--- src/rtl/instr_fetch_unit.sv ---
// AY8 fetch stage: sequential byte fetch over the multiplexed memory bus into a
// small {data, pc} queue drained by decode through a valid/ready handshake.
module instr_fetch_unit #(
   parameter int unsigned DEPTH    = 4,
   parameter logic [7:0]  RESET_PC = 8'h00
) (
   input  logic       CLK,
   input  logic       RST,
   input  logic       fetch_en,
   output logic [7:0] bus_out,
   output logic       bus_oe,
   output logic       bus_ale,
   output logic       bus_rd,
   input  logic [7:0] bus_in,
   input  logic       bus_dv,
   output logic       ins_valid,
   output logic [7:0] ins_data,
   output logic [7:0] ins_pc,
   input  logic       ins_ready,
   input  logic       redirect,
   input  logic [7:0] redirect_pc,
   output logic       busy
);

   localparam int unsigned PTR_W = (DEPTH > 1) ? $clog2(DEPTH) : 1;
   localparam int unsigned CNT_W = PTR_W + 1;

   typedef enum logic [1:0] {IDLE, ADDR, WAIT, DRAIN} state_t;

   state_t           r_state, w_state_d;
   logic [7:0]       r_pc, w_pc_d;
   logic [CNT_W-1:0] r_count, w_count_d;
   logic             r_pending, w_pending_d;
   logic [PTR_W-1:0] r_wr_ptr, r_rd_ptr;
   logic [7:0]       r_mem_data [DEPTH];
   logic [7:0]       r_mem_pc   [DEPTH];
   logic [CNT_W:0]   w_occ;
   logic             w_push, w_pop, w_room;
   logic [7:0]       r_bus_out;
   logic             r_bus_oe, r_bus_ale, r_bus_rd, r_busy;

   always_comb begin
      w_pop       = (r_count != '0) && ins_ready && !redirect;
      w_push      = (r_state == WAIT) && bus_dv && !redirect;
      w_count_d   = redirect ? '0 : r_count + CNT_W'(w_push) - CNT_W'(w_pop);
      w_pc_d      = redirect ? redirect_pc : (w_push ? r_pc + 8'h01 : r_pc);

      w_pending_d = r_pending;
      if (r_state == ADDR) begin
         w_pending_d = 1'b1;
      end else if ((r_state == WAIT || r_state == DRAIN) && bus_dv) begin
         w_pending_d = 1'b0;
      end

      // Occupancy after this cycle's push/pop, counting the reserved in-flight slot
      w_occ  = {1'b0, w_count_d} + {{CNT_W{1'b0}}, w_pending_d};
      w_room = w_occ < (CNT_W+1)'(DEPTH);

      w_state_d = r_state;
      case (r_state)
         IDLE: begin
            if (fetch_en && !redirect && w_room) w_state_d = ADDR;
         end
         ADDR: begin
            w_state_d = redirect ? DRAIN : WAIT;
         end
         WAIT: begin
            if (redirect) begin
               w_state_d = bus_dv ? IDLE : DRAIN;
            end else if (bus_dv) begin
               w_state_d = (fetch_en && w_room) ? ADDR : IDLE;
            end
         end
         DRAIN: begin
            if (bus_dv) w_state_d = IDLE;
         end
         default: w_state_d = IDLE;
      endcase
   end

   always_ff @(posedge CLK or posedge RST) begin
      if (RST) begin
         r_state   <= IDLE;
         r_pc      <= RESET_PC;
         r_count   <= '0;
         r_pending <= 1'b0;
         r_wr_ptr  <= '0;
         r_rd_ptr  <= '0;
         r_bus_out <= 8'h00;
         r_bus_oe  <= 1'b0;
         r_bus_ale <= 1'b0;
         r_bus_rd  <= 1'b0;
         r_busy    <= 1'b0;
         for (int unsigned i = 0; i < DEPTH; i++) begin
            r_mem_data[PTR_W'(i)] <= 8'h00;
            r_mem_pc[PTR_W'(i)]   <= 8'h00;
         end
      end else begin
         r_state   <= w_state_d;
         r_pc      <= w_pc_d;
         r_count   <= w_count_d;
         r_pending <= w_pending_d;
         // Bus strobes are registered from the next state so they align with it
         r_bus_out <= (w_state_d == ADDR) ? w_pc_d : 8'h00;
         r_bus_oe  <= (w_state_d == ADDR);
         r_bus_ale <= (w_state_d == ADDR);
         r_bus_rd  <= (w_state_d != IDLE);
         r_busy    <= (w_state_d != IDLE);
         if (w_push) begin
            r_mem_data[r_wr_ptr] <= bus_in;
            r_mem_pc[r_wr_ptr]   <= r_pc;
            r_wr_ptr             <= r_wr_ptr + 1'b1;
         end
         if (redirect) begin
            r_rd_ptr <= r_wr_ptr;
         end else if (w_pop) begin
            r_rd_ptr <= r_rd_ptr + 1'b1;
         end
      end
   end

   assign bus_out   = r_bus_out;
   assign bus_oe    = r_bus_oe;
   assign bus_ale   = r_bus_ale;
   assign bus_rd    = r_bus_rd;
   assign busy      = r_busy;
   assign ins_valid = (r_count != '0);
   assign ins_data  = r_mem_data[r_rd_ptr];
   assign ins_pc    = r_mem_pc[r_rd_ptr];

endmodule

--- config.mk ---
export PLATFORM = sky130hd
export DESIGN_NAME = instr_fetch_unit
export DESIGN_NICKNAME = d
export VERILOG_FILES = /design/src/rtl/instr_fetch_unit.sv
export SDC_FILE = /design/constraint.sdc
export NUM_CORES = 1
export LEC_CHECK = 0
export ABC_AREA = 1
export BUFFER_PORTS_ARGS = -buffer_cell sky130_fd_sc_hd__buf_2
export CORE_MARGIN = 8
export CORE_UTILIZATION = 45
export CTS_CLUSTER_DIAMETER = 60
export DETAILED_ROUTE_END_ITERATION = 8
export PLACE_DENSITY_LB_ADDON = 0.08
export SLEW_MARGIN = 30
export SYNTH_ARGS = -nofsm -noshare
export SYNTH_HDL_FRONTEND = slang
export SYNTH_SLANG_ARGS = --single-unit
--- constraint.sdc ---
create_clock -name CLK -period 8.2 [get_ports CLK]
set_input_delay 1.23 -clock CLK [delete_from_list [all_inputs] [get_ports CLK]]
set_output_delay 1.23 -clock CLK [all_outputs]
set_load 0.05 [all_outputs]
Yosys cells after proc, flatten, opt, wreduce, memory -nomap -nowiden
Cells that the tools add are included.
{ "op_classes": {"addsub": 6, "magnitude_cmp": 4, "eq_ne": 4, "muxes": 26, "n_bitwise": 2, "n_reduce_logical": 15} }
{ "ops": {"columns": ["operator", "n"], "rows": [
  ["bitwise mux 32 bit", 2],
  ["2-to-1 mux 8 bit", 8],
  ["binary-select mux 8 bit (select 2 bit)", 2],
  ["demux 8 bit (select 2 bit)", 1],
  ["2-to-1 mux 2 bit", 7],
  ["logical AND 1 bit", 9],
  ["adder 8 x 1 -> 8 bit (second input constant)", 1],
  ["case mux 2 bit (4 select lines)", 1],
  ["greater-or-equal comparator 3 bit (second input constant)", 2],
  ["inverter 2 -> 3 bit", 2],
  ["adder 2 x 1 -> 2 bit (second input constant)", 2],
  ["adder 3 x 1 -> 4 bit", 1],
  ["== test 2 x 1 -> 1 bit (second input constant)", 2],
  ["== test 2 bit (second input constant)", 2],
  ["less-than comparator 4 x 3 -> 1 bit (second input constant)", 1],
  ["2-to-1 mux 1 bit", 4],
  ["nonzero test 2 bit", 2],
  ["adder 3 x 1 -> 3 bit", 1],
  ["less-than comparator 3 x 1 -> 1 bit (second input constant)", 1],
  ["2-to-1 mux 3 bit", 1],
  ["nonzero test 3 bit", 1],
  ["subtractor 3 x 1 -> 3 bit", 1],
  ["zero test 2 bit", 1],
  ["zero test 1 bit", 1],
  ["logical OR 1 bit", 1]
]} }
{ "word_totals": {"ff_bits": 92, "out_inout_bits": 29} }

Logic depth before layout (Yosys ltp)
Gate-level depths: netlist of run 1.
{ "depth": {"depth_word": 15, "mapped_depth": 18, "ltp_nobuf": 18} }

Least setup slack after synthesis of run 1
No wires, ideal clock.
{ "synth_path": {"path_type": "input -> register", "startpoint": "input port redirect", "endpoint": "register r_bus_out[0], in the netlist bus_out[0]", "setup_ns": 0.074, "t_arrival_ns": 3.210, "required_time_ns": 8.126, "setup_slack_ns": 4.916, "stages": 16, "n_path_buf": 1, "path_cell_list": "buf_4 -> inv_2 -> nand2_4 -> ha_1 -> inv_1 -> ha_1 -> fa_1 -> nand2_1 -> nor2_1 -> a21oi_1 -> nand2_1 -> nand2_1 -> nand2_1 -> nand2_1 -> nand3_2 -> nor2_1"} }
{ "synth_via": {"elab_chain_cells": 14, "word_cells_on_any_way": 21, "classes_between": "add/sub: 3; order compare: 1; eq/ne: 1; mux: 10; reduce/logical: 6"} }
{ "synth_rtl": {"columns": ["element", "line_no", "source"], "rows": [
  ["start: declaration", "20", "input logic redirect,"],
  ["zero test 1 bit", "43, 44, 62", null],
  ["logical AND 1 bit", "44", "w_push = (r_state == WAIT) && bus_dv && !redirect;"],
  ["adder 3 x 1 -> 3 bit", "45", "w_count_d = redirect ? '0 : r_count + CNT_W'(w_push) - CNT_W'(w_pop);"],
  ["subtractor 3 x 1 -> 3 bit", "45", null],
  ["2-to-1 mux 3 bit", "45", null],
  ["adder 3 x 1 -> 4 bit", "56", "w_occ = {1'b0, w_count_d} + {{CNT_W{1'b0}}, w_pending_d};"],
  ["less-than comparator 4 x 3 -> 1 bit", "57", "w_room = w_occ < (CNT_W+1)'(DEPTH);"],
  ["logical AND 1 bit", "71", "w_state_d = (fetch_en && w_room) ? ADDR : IDLE;"],
  ["2-to-1 mux 1 bit", "71", null],
  ["2-to-1 mux 2 bit", "70", "end else if (bus_dv) begin"],
  ["2-to-1 mux 2 bit", "68", "if (redirect) begin"],
  ["case mux 2 bit (4 select lines)", "60", "case (r_state)"],
  ["== test 2 x 1 -> 1 bit", "104", "r_bus_out <= (w_state_d == ADDR) ? w_pc_d : 8'h00;"],
  ["2-to-1 mux 8 bit *", "104", null],
  ["end signal: assignment", "104", null],
  ["end: declaration", "39", "logic [7:0] r_bus_out;"]
]} }
Every way passes the cells marked *; elsewhere a longest branch is shown, timed or not.
A chain may end at the register's enable or synchronous reset.

Worst setup path in the final report of run 1
{ "layout_path": {"startpoint": "register r_rd_ptr[1]", "endpoint": "output port ins_pc[3]"} }
{ "layout_via": {"elab_chain_cells": 4} }
{ "layout_rtl": {"columns": ["element", "line_no", "source"], "rows": [
  ["start: declaration", "34", "logic [PTR_W-1:0] r_wr_ptr, r_rd_ptr;"],
  ["start signal: assignment", "115", "r_rd_ptr <= r_wr_ptr;"],
  ["start signal: assignment", "117", "r_rd_ptr <= r_rd_ptr + 1'b1;"],
  ["inverter 2 -> 3 bit (implied by the code)", "129", "assign ins_pc = r_mem_pc[r_rd_ptr];"],
  ["binary-select mux 8 bit (select 2 bit)", "129", null],
  ["2-to-1 mux 8 bit (implied by the code) (2 in series)", "129", null],
  ["end: declaration", "18", "output logic [7:0] ins_pc,"]
]} }
No other way between the ends. The select of a mux whose other input is x is not followed.

==> run summary, run 1 <==
The first global-routing pass estimated 16,300 um of wire. The critical path's largest stage delay came out at 0.60 ns. The endpoint of the worst hold path was r_mem_pc[11]. For this run the aggregate overflow at the end of global routing stands at 0. In this run the count of I/O pins placed on the die edge is 51.

0 antenna diodes ended up in the layout. Along the worst path, the maximum fanout reaches 18. Data on the critical path is required at its endpoint by 6.97 ns. The chip height works out to 112 um. The post-route clock skew is 0.00671 ns, and the total wire length after detailed routing is 9410 um. For the final setup violation count, the log shows 0.

The worst hold path begins at r_mem_pc[11]. The worst setup path is of the register to primary output kind. For the maximum vdd ir drop, the log shows 0.221 mV. The worst setup path is captured at a primary output. In this run the number of H-tree levels came out at 3.

For the switching power, the log shows 988 uW. Setup repair after global routing left no endpoint under its margin. The number of resized instances in the post-cts repair step was 0. At the pin with the least slew margin, the transition time is 0.755 ns.

The proportion of synthesized chip area in sequential cells is 55.5%, and the fraction of power spent switching nets is 48.2%. Buffers added to address setup during post-CTS repair amount to 0. Summing over every cut layer, the via total after detailed routing is 3,261. The initialized floorplan defines 35 standard-cell rows. For the clock network power share, the log shows 16.3%.

The run finished with clean final reports. Sequential cells burn 36.5% of the power. Routability-driven placement finished with a final weighted congestion of 0.766.

The static leakage was 2.40 nW. After legalization and detailed placement, the total HPWL measured 6040 um. In the routed layout, each cell is associated on average with a via count of 5.12. The worst flop-to-flop path endpoint is bus_out[7]. At the end of the flow the core is filled with cells to 51.1%. The post-synthesis average cell area works out to 8.57 um^2. In this run the critical register-to-register path is launched from r_count[1]. The cell sitting at the root of the clock tree is a sky130_fd_sc_hd__clkbuf_8.

The post-route setup TNS is 0 ns, and the number of I/O port buffers is 50. The die area was 0.0125 mm^2; the share of the synthesized area in the top cell type was 55.5%. The net count after synthesis is 514.

For the critical path arrival, the log shows 2.28 ns. Global routing consumed, over all layers together, 16.1% of the routing resources. The net count of the finished layout is 552. TritonCTS built the clock tree. The final cell count without fillers was 637; the core outline area was 0.00911 mm^2.

The final hold violation count was 0. The count of warnings emitted by yosys came out at 0. After synthesis, the cell types taking the most area are sky130_fd_sc_hd__dfrtp_1 56%, sky130_fd_sc_hd__o21ai_0 12%, sky130_fd_sc_hd__nand2_1 9.6%. Buffers inserted to repair hold after CTS numbered 0. The iteration count of the initial detailed-routing pass was 4. Measured along the x axis, the die boundary spans 112 um.

Of the cells placed in the final design, the portion with a size suffix greater than 1 is 15.8%. Walking the worst path, the cells encountered are inv_1 > o21ai_0 > o22ai_1 > buf_2. The maximum count of clock buffers along a single path came out at 2. TritonCTS created 9 clock buffers. Via count of the first global-routing pass: 3,264. For the worst flop-to-flop path, the logic depth is 18.

After clock tree synthesis, the clock-pin slew on the worst setup and hold paths is 0.09 ns. For the smallest hold slack, the log shows 0.486 ns. Compared with the post-synthesis result, the final layout area differs by 12.1%.

The worst pin sits at a relative slew slack of 49.6%. The number of max-slew violations in the final report came out at 0. Largest area contributor in the synthesized netlist: sky130_fd_sc_hd__dfrtp_1. The run gives 165 as the number of DRC violations after detailed-routing iteration 0.

For this configuration, the core starts out at a cell density of 45.5%. The final antenna-violating net count is 0, and the post-synthesis register bit count is 92. Counting instances, the worst hold path has a depth of 2.

Synthesis produced a netlist whose cell count is 484. The total power per unit cell area is 441 mW/mm^2, and the number of antenna violations at the first check in global routing is 0. Entering global routing, the biggest net connects 62 pins. The post-placement cell count was 622; the final critical-path required period was 3.51 ns. Based on the critical path, the design can be clocked at up to 0.285 GHz. Setup slack on the worst reg-to-reg path comes out at 5.29 ns. The routed length per instance was 14.8 um. Clock sink count: 92. STA classifies the critical path startpoint as a register. The internal portion of the total power is 1.06 mW. The clock latency reported for the late side of the worst-skew pair is 0.36 ns, and the combinational fraction of design power is 47.3%. Power comes to 2.05 mW.

The DRC violation count after routing was 0; the reported max-cap violation count was 0. The tightest min-delay check is of the register to register type. Mapped cell area: 0.00415 mm^2. The cell with the largest stage delay on the worst path was sky130_fd_sc_hd__dfrtp_1. The share of the clock period used by the worst path is 42.8%, and the distinct cell type count of the synthesized netlist is 29.
[power by group through the flow]
stage	sequential, mW	combinational [mW]	clock, mW
floorplan	0.788	0.716	0
global placement	0.750	0.968	0
detailed placement	0.754	0.980	0
CTS	0.747	0.982	0.341
global route	0.773	1.07	0.360
finish	0.748	0.968	0.333
[per-stage QoR]
stage	cell area (um^2)	setup WS, ns
final	4650	4.69
after global routing	4650	4.50
after CTS	4650	4.69
after detailed placement	4440	4.49
after global placement	4440	4.55
after floorplan	4150	4.58
[critical path: cells and delay by family, from the launching register on]
family                 cells  cell delay, ns
buffers and inverters      2            0.90
flip-flops                 1            0.60
AO/OA/AOI/OAI              2            0.41
[Yosys cell counts]
cell type                    n
sky130_fd_sc_hd__nor2_4      2
sky130_fd_sc_hd__clkbuf_1   13
sky130_fd_sc_hd__nor2_1     53
sky130_fd_sc_hd__fa_1        1
sky130_fd_sc_hd__nand2_2     6
sky130_fd_sc_hd__o21ai_0    99
sky130_fd_sc_hd__a21oi_1     2
sky130_fd_sc_hd__nand2_4     1
sky130_fd_sc_hd__o211ai_1    2
sky130_fd_sc_hd__o221ai_1    1
sky130_fd_sc_hd__buf_1       1
sky130_fd_sc_hd__clkinv_4    1
sky130_fd_sc_hd__or2_2       2
sky130_fd_sc_hd__buf_4       3
sky130_fd_sc_hd__nand3_1     8
sky130_fd_sc_hd__buf_2       8
sky130_fd_sc_hd__nor3_1      2
sky130_fd_sc_hd__nand4_1     1
sky130_fd_sc_hd__nand2_1   106
sky130_fd_sc_hd__o21ai_1     3
sky130_fd_sc_hd__dfrtp_1    92
sky130_fd_sc_hd__inv_2       1
sky130_fd_sc_hd__xor2_1      3
sky130_fd_sc_hd__a221oi_1    1
sky130_fd_sc_hd__nand3_2     1
sky130_fd_sc_hd__o22ai_1    16
sky130_fd_sc_hd__inv_1      47
sky130_fd_sc_hd__nor3b_1     1
sky130_fd_sc_hd__ha_1        7
[cell families (layout without fill, tap and decap cells)]
| logic type | Yosys count | count (layout) | synth area share (%) |
|---|---|---|---|
| and+or+nand+nor | 183 | 183 | 18.2 |
| AOI/OAI and AO/OA | 124 | 124 | 15.7 |
| DFF | 92 | 92 | 55.5 |
| buffers and inverters | 74 | 116 | 7.33 |
| adders and majority gates | 8 | 8 | 2.59 |
| xor gates and xnor gates | 3 | 3 | 0.634 |
[how the worst max path moves through the flow]
stage,from,end,slack [ns],cells after the start
floorplan,RST,bus_ale,4.58,1
detailed placement,redirect,bus_out[7],4.49,16
global route,r_rd_ptr[1],ins_pc[3],4.50,4
finish,r_rd_ptr[1],ins_pc[3],4.69,4
CTS,r_rd_ptr[1],ins_pc[3],4.69,4
global placement,redirect,bus_out[6],4.55,16
[placed cells by master (no fill, tap or decap), types with 2 or more instances in the layout]
cell type,instances
sky130_fd_sc_hd__clkinvlp_4,2
sky130_fd_sc_hd__bufinv_16,2
sky130_fd_sc_hd__o22ai_1,16
sky130_fd_sc_hd__inv_1,45
sky130_fd_sc_hd__clkinv_2,2
sky130_fd_sc_hd__dfrtp_1,92
sky130_fd_sc_hd__nor2_4,2
sky130_fd_sc_hd__nand2_1,106
sky130_fd_sc_hd__ha_1,7
sky130_fd_sc_hd__o21ai_1,3
sky130_fd_sc_hd__clkbuf_8,9
sky130_fd_sc_hd__nor2_1,53
sky130_fd_sc_hd__inv_2,2
sky130_fd_sc_hd__buf_2,50
sky130_fd_sc_hd__nand3_1,8
sky130_fd_sc_hd__o211ai_1,2
sky130_fd_sc_hd__xor2_1,3
sky130_fd_sc_hd__nor3_1,2
sky130_fd_sc_hd__or2_2,2
sky130_fd_sc_hd__buf_4,2
sky130_fd_sc_hd__nand2_2,6
sky130_fd_sc_hd__o21ai_0,99
sky130_fd_sc_hd__a21oi_1,2
[routing by layer]
metal | global-route usage [%] | wire [um] | vias to the layer above
li1 | - | - | 1633
met1 | 20.5 | 4480 | 1554
met2 | 26.3 | 4400 | 65
met3 | 3.90 | 431 | 9
met4 | 5.40 | 106 | 0
met5 | 0 | 0 | -
[flip-flops by register name (all words and copies together), names as in the netlist]
| name | cells |
|---|---|
| busy | 1 |
| r_mem_pc | 32 |
| bus_out | 8 |
| r_mem_data | 32 |
| r_pending | 1 |
| r_pc | 8 |
| bus_ale | 1 |
| r_state | 2 |
| r_count | 3 |
| r_wr_ptr | 2 |
| r_rd_ptr | 2 |
[area by class of cell]
type / instances / area (um^2)
clock buffer: 9 / 124
clock inverter: 6 / 88.8
fill: 909 / 4460
inverter: 49 / 190
multi-input combinational: 318 / 1540
sequential: 92 / 2300
tap: 111 / 139
timing repair buffer: 52 / 265
(Power assumes the default switching activity.)
==> run 2: changes to the inputs <==
--- a/config.mk
+++ b/config.mk
@@ -5,7 +5,7 @@
 export SDC_FILE = /design/constraint.sdc
 export NUM_CORES = 1
 export LEC_CHECK = 0
-export ABC_AREA = 1
+export ABC_AREA = 0
 export BUFFER_PORTS_ARGS = -buffer_cell sky130_fd_sc_hd__buf_2
 export CORE_MARGIN = 8
 export CORE_UTILIZATION = 45
==> constraint.sdc (replaced) <==
create_clock -name CLK -period 2.8 [get_ports CLK]
set_input_delay 0.42 -clock CLK [delete_from_list [all_inputs] [get_ports CLK]]
set_output_delay 0.42 -clock CLK [all_outputs]
set_load 0.05 [all_outputs]
==> run 2 against run 1 <==
  * Final cell count decreased by 27%
  * Setup slack got worse by 4.6 ns
  * Global-route usage fell by 2.1 points
  * Clock power up 140%
  * Utilization increased by 1.4 points
  * Synthesized cell count shrank 40%
  * Critical path type is now register to register
==> run summary, run 2 <==
From synthesis to final layout, the design area changed by 14.7%. The number of antenna violations at the first check in global routing was 0 (unchanged); the placer's final routability congestion estimate was 0.734 (-4.2%). The worst setup path is launched from a register. The reported max-cap violation count came out at 0 (unchanged). The net count after synthesis came out at 320 (-38%).

Among all cell types in the netlist, the one instantiated most often is sky130_fd_sc_hd__dfrtp_1. The data required time of the critical path was 3.09 ns (-3.88 ns). The maximum fanout count along the critical path came out at 5 (-13). The chip height came out at 112 um (+0.18%). The logs give 0 (unchanged) for the number of diodes added for antenna fixing and 5480 um (-9.2%) for the detailed placer's ending HPWL.

Maximum vdd ir drop: 0.439 mV (+99%). The tools report the buffer count from post-CTS setup fixing as 0 (unchanged). Ranked by total cell area, the synthesized netlist is headed by sky130_fd_sc_hd__dfrtp_1 55%, sky130_fd_sc_hd__mux2_2 17%, sky130_fd_sc_hd__mux4_2 8.7%. The kind of path behind the tightest hold check is primary input to asynchronous set/reset pin. Total congestion overflow after global routing: 0 (unchanged). The setup slack on the worst flop-to-flop path was 0.13 ns (-5.16 ns); the CTS buffer count was 9 (unchanged).

The total power per unit cell area works out to 1130 mW/mm^2 (+160%). The distinct cell type count of the synthesized netlist was 38 (+31%). In this run the critical register-to-register path is launched from r_count[2].

The max-slew headroom at the worst pin was 67.3% (+18 points); the number of cells on the worst reg-to-reg path was 12 (-6). The post-route setup TNS was 0 ns (unchanged). The final setup violation count was 0 (unchanged); the transition time of the tightest slew-check pin was 0.489 ns (-0.267 ns).

Setup repair after global routing left no endpoint under its margin. The class of the most critical setup path was register to register. The worst register-to-register path ends at bus_out[6]. The CTS H-tree depth is 3 (unchanged). The tools report the total I/O pin count as 51 (unchanged). The number of I/O port buffers was 50 (unchanged). The count of hold-fix buffers inserted at cts was 0 (unchanged). For the largest net degree at the start of global routing, the log shows 63 (+1.6%). The run gives 2 (unchanged) as the maximum count of clock buffers along a single path.

For the clock latency reported for the late side of the worst-skew pair, the log shows 0.36 ns (about the same). The count of vias placed by the detailed router is 2,470 (-24%). TritonCTS built the clock tree.

The number of enable-type register cells in the synthesized netlist works out to 0 (unchanged). The slowest stage of the critical path belongs to the cell sky130_fd_sc_hd__fa_2. The largest registers in the layout are r_mem_data (32), r_mem_pc (32). The routed length per instance was 17.5 um (+19%); the share of cells above drive strength 1 was 49.7% (+34 points). The iteration count of the initial detailed-routing pass is 4 (unchanged), and the core outline area is 0.00911 mm^2 (unchanged). The run gives 0 (unchanged) as the final antenna-violating net count. The number of DRC violations after detailed-routing iteration 0 came out at 67 (-59%). The final critical-path required period is 2.67 ns, and the critical path's largest stage delay is 0.45 ns (-0.15 ns).

Post-synthesis average cell area: 14.4 um^2 (+68%). The tools report the cell area after placement as 0.00457 mm^2 (+3.0%). Tracing the worst setup path back leads to its startpoint at r_count[2]. The flow ran to the end, and the final reports show no timing, DRC or antenna violations. The critical path arrival came out at 2.96 ns (+0.68 ns). The DRC violation count after routing is 0 (unchanged). The share of the synthesized area in the top cell type is 55.3% (-0.23 points). The library cell used most frequently in the layout, excluding fill and tap cells, is sky130_fd_sc_hd__dfrtp_1.

The average via count per standard cell was 5.31 (+3.8%). The worst path uses 95.3% of the clock period. The run gives 45.7% (+0.19 points) as the initial core utilization.

In this run the clock root is driven by a sky130_fd_sc_hd__clkbuf_8. STA classifies the critical path endpoint as a register. The die area was 0.0126 mm^2 (+0.37%); the number of fill cells was 791 (-13%). In the synthesized netlist, the cells that appear most often are 92 x sky130_fd_sc_hd__dfrtp_1, 64 x sky130_fd_sc_hd__mux2_2, 16 x sky130_fd_sc_hd__mux4_2, 14 x sky130_fd_sc_hd__inv_1, 13 x sky130_fd_sc_hd__nand2_1. Number of nets at the end of the flow: 379 (-31%).

The logs give 14.0% (-2.1 points) for the overall routing resource usage and 13,800 um (-15%) for the first-pass GRT wire length. The number of standard-cell rows in the floorplan came out at 35 (unchanged). Leaving out fill and tap cells, the most frequent cells in the layout are 92 x sky130_fd_sc_hd__dfrtp_1, 64 x sky130_fd_sc_hd__mux2_2, 50 x sky130_fd_sc_hd__buf_2. The post-route clock skew is 0.00850 ns (+0.00180 ns). The fraction of synthesis flops using an asynchronous set or reset pin is 100% (unchanged), and the proportion of synthesized chip area in sequential cells is 55.3% (-0.23 points).

The run gives 0 (unchanged) as the number of max-slew violations in the final report. The total wire length after detailed routing is 8150 um (-13%). The count of warnings emitted by yosys was 0 (unchanged); the post-synthesis register bit count was 92 (unchanged). The mapped cell area was 0.00417 mm^2 (+0.42%); the final hold violation count was 0 (unchanged). The signal on the critical path passes through or3_4 > nand2_4 > nor2_1 > ha_1 > inv_1 > ha_1 > fa_2 > nand2_1 > a21oi_1 > or3_4 > buf_4 > nor2_1. The most frequently used flop master after synthesis was sky130_fd_sc_hd__dfrtp_1. The CTS clock-pin slew for the worst setup and hold paths is 0.09 ns (about the same), and the gate count after technology mapping is 290 (-40%).

The most critical setup path has its endpoint at bus_out[6]. The via count of the first global-routing pass is 2,678 (-18%). The summed area of non-filler cells in the final layout came out at 0.00478 mm^2 (+2.7%). The clock sink count is 92 (unchanged). The run gives 0 (unchanged) as the number of resized instances in the post-cts repair step. The run gives 0.375 GHz as the upper clock frequency limit.

Summed over all instances, the cell type with the most area after synthesis is sky130_fd_sc_hd__dfrtp_1. The x dimension of the die works out to 112 um (+0.18%). For the static leakage, the log shows 2.31 nW (-3.9%).
## run 2: worst min-delay path by stage
stage | endpoint | from | cells after the start
floorplan | r_pending | r_pending | 2
global placement | r_mem_data[15] | RST | 2
detailed placement | r_mem_data[15] | RST | 2
CTS | r_mem_data[0] | RST | 2
global route | r_mem_data[0] | RST | 2
finish | r_mem_data[1] | RST | 2
## run 2: stage by stage
| stage | util, % | setup slack, ns | std cells | hold WS [ns] | total power [mW] |
|---|---|---|---|---|---|
| after floorplan | - | 0.0122 | 290 | 0.467 | 4.10 |
| after global placement | 50.2 | 0.122 | 448 | 0.410 | 4.61 |
| after detailed placement | 50.2 | 0.0557 | 448 | 0.416 | 4.66 |
| after CTS | 52.1 | 0.0331 | 464 | 0.0114 | 5.48 |
| after global routing | 52.5 | 0.0126 | 465 | 0.0281 | 5.77 |
| final | 52.5 | 0.132 | 465 | 0.0214 | 5.41 |
## run 2: metal layers
| layer | track usage, % | part of all wire (%) | up-vias |
|---|---|---|---|
| met3 | 3.92 | 4.8 | 12 |
| met1 | 17.0 | 44 | 1258 |
| met4 | 5.67 | 1.8 | 0 |
| li1 | - | - | 1149 |
| met2 | 23.1 | 49 | 51 |
| met5 | 0 | 0 | - |
## run 2: worst max-delay path, delay by kind of cell (launching register included)
family / cells / cell delay, ns
AOI/OAI and AO/OA: 1 / 0.04
adders and majority gates: 3 / 0.87
buffers and inverters: 2 / 0.23
DFF: 1 / 0.38
and+or+nand+nor: 6 / 1.09
## run 2: cells by family (layout without fill, tap and decap cells)
group | count (synthesis) | in the layout | share of synthesized area (%)
xor gates and xnor gates | 6 | 6 | 1.62
buffers and inverters | 31 | 95 | 3.90
muxes | 81 | 81 | 26.2
AOI/OAI and AO/OA | 20 | 20 | 2.94
DFF | 92 | 92 | 55.3
and+or+nand+nor | 52 | 52 | 7.48
adders and majority gates | 8 | 8 | 2.58
## run 2: layout make-up
class                   count  area (um^2)  share of cell area [%]
inverters                  15         62.6                    1.31
multi-input cells         167         1730                    36.1
well taps                 111          139                    2.91
clock buffers              11          141                    2.96
flip-flops and latches     92         2300                    48.2
clock inverters             5         36.3                   0.759
repair buffers             64          372                    7.78
## run 2: report_power, final
part           internal [mW]  total (mW)  switching [mW]
Combinational           1.02        2.47            1.45
Clock                  0.349       0.813           0.464
Sequential              1.83        2.13           0.309
